**src/rtl/fpu_result_collector.sv**
```systemverilog
// fpu_result_collector: result FIFO with sticky flags, irq and optional event counters (FPU_EVENT_COUNTERS_EN)
module fpu_result_collector #(
  parameter int DEPTH = 4,
  parameter int CNT_W = 16
) (
  input  logic                       clk,
  input  logic                       rst,
  input  logic                       in_valid,
  output logic                       in_ready,
  input  logic [31:0]                in_z,
  input  logic [7:0]                 in_status,
  output logic                       out_valid,
  input  logic                       out_ready,
  output logic [31:0]                out_z,
  output logic [7:0]                 out_status,
  output logic [$clog2(DEPTH):0]     fifo_level,
  output logic [7:0]                 sticky,
  input  logic                       sticky_clr,
  output logic                       bad_status,
  input  logic [7:0]                 irq_mask,
  output logic                       irq,
  input  logic [2:0]                 cnt_sel,
  input  logic                       cnt_clr,
  output logic [CNT_W-1:0]           cnt_value
);
  localparam int AW = $clog2(DEPTH);
  localparam logic [AW:0] FULL_LVL = (AW+1)'(DEPTH);
  logic [31:0] mem_z_q [DEPTH];
  logic [7:0] mem_s_q [DEPTH];
  logic [AW-1:0] wr_q, wr_d, rd_q, rd_d;
  logic [AW:0] lvl_q, lvl_d;
  logic [7:0] sticky_q, sticky_d;
  logic bad_q, bad_d, push, pop, bad_in;
  assign in_ready = lvl_q != FULL_LVL && !rst;
  assign out_valid = lvl_q != '0;
  assign out_z = mem_z_q[rd_q];
  assign out_status = mem_s_q[rd_q];
  assign fifo_level = lvl_q;
  assign sticky = sticky_q;
  assign bad_status = bad_q;
  assign irq = |(sticky_q & ~irq_mask) | bad_q;
  // handshakes, pointer/level advance and sticky flags; a new event wins over a same-cycle clear
  always_comb begin
    push = in_valid && in_ready;
    pop = out_valid && out_ready;
    bad_in = (in_status[5] & in_status[4]) | (in_status[5] & in_status[3]) | (in_status[4] & in_status[3]) | (in_status[2] & in_status[1]);
    wr_d = push ? wr_q + AW'(1) : wr_q;
    rd_d = pop ? rd_q + AW'(1) : rd_q;
    lvl_d = lvl_q + (AW+1)'(push) - (AW+1)'(pop);
    sticky_d = (sticky_clr ? 8'h00 : sticky_q) | (push ? in_status : 8'h00);
    bad_d = (!sticky_clr && bad_q) || (push && bad_in);
  end
  // control state register
  always_ff @(posedge clk) begin
    if (rst) begin
      wr_q <= '0;
      rd_q <= '0;
      lvl_q <= '0;
      sticky_q <= '0;
      bad_q <= 1'b0;
    end else begin
      wr_q <= wr_d;
      rd_q <= rd_d;
      lvl_q <= lvl_d;
      sticky_q <= sticky_d;
      bad_q <= bad_d;
    end
  end
  // payload storage needs no reset; validity is tracked by the level
  always_ff @(posedge clk) begin
    if (push) begin
      mem_z_q[wr_q] <= in_z;
      mem_s_q[wr_q] <= in_status;
    end
  end
`ifdef FPU_EVENT_COUNTERS_EN
  logic [CNT_W-1:0] cnt_q [8];
  logic [CNT_W-1:0] cnt_d [8];
  assign cnt_value = cnt_q[cnt_sel];
  // per-flag saturating counters; a clear with a push restarts at the pushed bit
  always_comb begin
    for (int i = 0; i < 8; i++)
      cnt_d[i] = cnt_clr ? CNT_W'(push && in_status[i]) : cnt_q[i] + CNT_W'(push && in_status[i] && cnt_q[i] != '1);
  end
  // counter register
  always_ff @(posedge clk) begin
    if (rst) cnt_q <= '{default: '0};
    else cnt_q <= cnt_d;
  end
`else
  logic unused_cnt;
  assign unused_cnt = ^{cnt_sel, cnt_clr};
  assign cnt_value = '0;
`endif
endmodule

```
**config.mk**
```make
export PLATFORM = sky130hd
export DESIGN_NAME = fpu_result_collector
export DESIGN_NICKNAME = d
export VERILOG_FILES = /design/src/rtl/fpu_result_collector.sv
export SDC_FILE = /design/constraint.sdc
export NUM_CORES = 1
export LEC_CHECK = 0
export CORE_MARGIN = 3
export CORE_UTILIZATION = 56
export DETAILED_ROUTE_END_ITERATION = 10
export GPL_ROUTABILITY_DRIVEN = 0
export HOLD_SLACK_MARGIN = 0.12
export PLACE_DENSITY = 0.85
export SLEW_MARGIN = 10
export SYNTH_ARGS = -nofsm -noshare
export SYNTH_HDL_FRONTEND = slang
export SYNTH_SLANG_ARGS = --single-unit
export TNS_END_PERCENT = 10
```
**constraint.sdc**
```tcl
create_clock -name clk -period 5.6 [get_ports clk]
set_input_delay 1.68 -clock clk [delete_from_list [all_inputs] [get_ports clk]]
set_output_delay 1.68 -clock clk [all_outputs]
set_load 0.005 [all_outputs]
```
==> results of run 1 <==
state kept, by name (all words and copies together) (netlist names), named ones only:
signal / flops
bad_status: 1
sticky: 8
fifo_level: 3
mem_s_q: 32
rd_q: 2
mem_z_q: 128
wr_q: 2
layout make-up:
class	count	area share
clock buffers	24	0.0607
clock inverters	8	0.00605
inverters	10	0.00443
multi-input cells	108	0.168
flip-flops and latches	178	0.610
well taps	143	0.0211
repair buffers	111	0.130
cell families after synthesis:
logic type / count (synthesis)
compound gates: 16
buf+inv: 37
xor+xnor: 3
simple gates: 24
fa+ha+maj: 7
other cells: 1
mux: 42
flops: 178
metal layers:
metal  vias up  wire, µm  track usage
met5         -         0            0
met4         0        99       0.0565
met3         9       786       0.0564
met2       121      6450        0.311
met1      1676      4890        0.259
li1       1462         -            -
layout by cell type (no fill, tap or decap), types with 2 or more instances in the layout:
| cell type | Yosys | layout |
|---|---|---|
| edfxtp_1 | 160 | 160 |
| nor2_1 | 8 | 8 |
| clkinv_2 | 0 | 5 |
| nor3b_4 | 2 | 2 |
| mux4_1 | 4 | 4 |
| clkbuf_16 | 0 | 19 |
| conb_1 | 1 | 16 |
| a22o_1 | 3 | 3 |
| mux4_2 | 36 | 36 |
| a22o_2 | 5 | 5 |
| buf_4 | 16 | 4 |
| inv_1 | 10 | 10 |
| xor2_1 | 2 | 2 |
| clkinv_4 | 0 | 3 |
| nor2b_1 | 4 | 4 |
| dfxtp_1 | 18 | 16 |
| ha_1 | 6 | 6 |
| clkdlybuf4s50_1 | 0 | 107 |
| clkbuf_8 | 0 | 2 |
| clkbuf_1 | 1 | 3 |
| and2_2 | 5 | 5 |
how the worst max path moves through the flow:
| stage | start | to | slack [ps] | cells after the start |
|---|---|---|---|---|
| after detailed placement | irq_mask[3] | irq | 630 | 5 |
| after floorplan | irq_mask[5] | irq | 1730 | 3 |
| after global placement | irq_mask[3] | irq | 650 | 5 |
| final | irq_mask[3] | irq | 650 | 5 |
| after CTS | irq_mask[3] | irq | 620 | 5 |
| after global routing | irq_mask[3] | irq | 540 | 5 |
through the flow:
step | power, mW | instances | cell area, µm² | setup slack, ps
6_report | 3.57 | 582 | 8480 | 648
5_1_grt | 3.73 | 582 | 8480 | 540
4_1_cts | 3.62 | 582 | 8480 | 622
3_5_place_dp | 2.51 | 550 | 7910 | 633
3_3_place_gp | 2.49 | 550 | 7910 | 650
2_1_floorplan | 2.11 | 323 | 6830 | 1730
power by group through the flow:
stage	Sequential, mW	Clock [mW]	Combinational (mW)
detailed placement	1.75	0	0.766
global placement	1.74	0	0.749
CTS	1.72	1.12	0.771
finish	1.71	1.10	0.757
global route	1.74	1.17	0.814
floorplan	1.63	0	0.477
worst register-to-register path, cell delays in order, from the launching register on:
cell	delay [ps]
dfxtp_1	530
nor3b_4	100
nor3b_4	600
inv_1	110
ha_1	290
inv_1	50
ha_1	130
inv_1	50
fa_1	380
xor2_1	160
and2_2	190
nor3_1	110
==> impl_metrics.ini, run 1 <==
[clocking]
ctsHoldBuffers = 0
clk_pin_slew_worst_paths_ps = 60
clockBufferDepth = 2
post_cts_buffers = 0
clockRootBuffer = clkbuf_16
cts_tree = yes
numCtsBuffers = 17
numClockSinks = 178
htreeDepth = 4
cts_resized = 0
clkLatencyLatePin_ps = 410

[worst_hold_path]
hp-start = sticky[6]
whs_path_depth = 1
hold_class = reg2reg
holdPathEnd = sticky[6]

[global_routing]
grt_pass1_vias = 3372
grt_antenna_before_repair = 0
grt_max_degree = 41
grt_usage = 0.192
grt_pass1_wl_um = 18700
grt.overflow.total = 0

[power]
p_int_mw = 2.73
power.switching_mw = 0.839
power_density_nw_per_um2 = 421
p_clk_frac = 0.308
vdd_drop_max_mv = 0.195
leakage_nw = 2.83
power_switching_share = 0.235
pwr-share-seq = 0.480
combPwrFrac = 0.212

[cells_and_area]
antenna_cells = 0
syn2layout_area_growth_pct = 25.2
nNetsFinal = 490
fillCellCount = 676
final-seq-area_um2 = 5170
fin_util = 0.730
drive_gt1_frac = 0.198
multiInputGateArea_um2 = 1430

[place]
portBuffers = 107
dp_hpwl_um = 7660

[yosys]
async_flop_share = 0
synth.most_common_cell = edfxtp_1
synth_edf_count = 160
netlist_top_cells_count = edfxtp_1, mux4_2, dfxtp_1
synth_top_family_by_area = multiplexers
synth_seq_cells = 178
synthFlopType = edfxtp_1
yosysTopAreaCell = edfxtp_1
synth_cell_types = 37
synth_adder_area_share = 0.0140
yosysWarnings = 0
synth_simple_gate_area_frac = 0.0233
ys_seq_area_frac = 0.763
yosys-top-cells-area = edfxtp_1, mux4_2, dfxtp_1
netlist_area_um2 = 6770
synth-compound-area-share = 0.0220
synthMuxAreaShare = 0.138
syn_area_per_cell_um2 = 22.0
syn_inst = 308
synthXorXnorAreaFrac = 0.00388
synth_top_area_frac = 0.709

[setup_path]
crit_type = in2out
critical-path-slowest-cell = a222oi_1
crit_top_cell = clkdlybuf4s50_1
worstPathCellList = clkdlybuf4s50_1 > inv_1 > a222oi_1 > nand3_1 > clkdlybuf4s50_1
startpoint_type = input pin
crit_fanout = 1
worstPathBufferInverterCount = 3
cp-end-kind = output pin
arrival_ps = 3270
ff2ff_path_depth = 11
r2r_setup_slack_ps = 2810
crit_family = buffers and inverters
cpPeakStageDelay_ps = 500
regToRegEndpoint = fifo_level[2]
worst-endpoint-required_ps = 3920
r2r_start = fifo_level[1]

[timing]
worst_pin_slew_ps = 1090
post-route-period-util = 0.884
timing.hold.ws_ps = 516
finalClockSkew_ps = 14.3
setup_viol = 0
period_needed_ps = 4950
slew_violations = 0
setup_tns_ps = 0
rsz0062_at_grt = false
relSlewSlack = 0.271
timing.fmax_ghz = 0.202
hold_viol_final = 0

[detailed_routing]
num_vias = 3268
post_drt_wl_per_cell_um = 21.0
postRouteAntennaNets = 0
drt-total-wl_um = 12200
first_pass_iters = 4
drtIter0Drc = 325
viasPerCell = 5.62
drc_errors = 0

[die]
fp.dieH_um = 116
core_um2 = 11600
die_w_um = 116
rows = 39
num_io_pins = 128
die_area_um2 = 13500
start_util = 0.583

[outcome]
status = finished, final reports clean

[flow_run]
cap_violations = 0
(Power assumes the default switching activity.)
==> run 2, diff against run 1 <==
HOLD_SLACK_MARGIN = 0.02   (was 0.12)
==> results of run 2 <==
Final layout, timing and power as in run 1 (identical DEF).
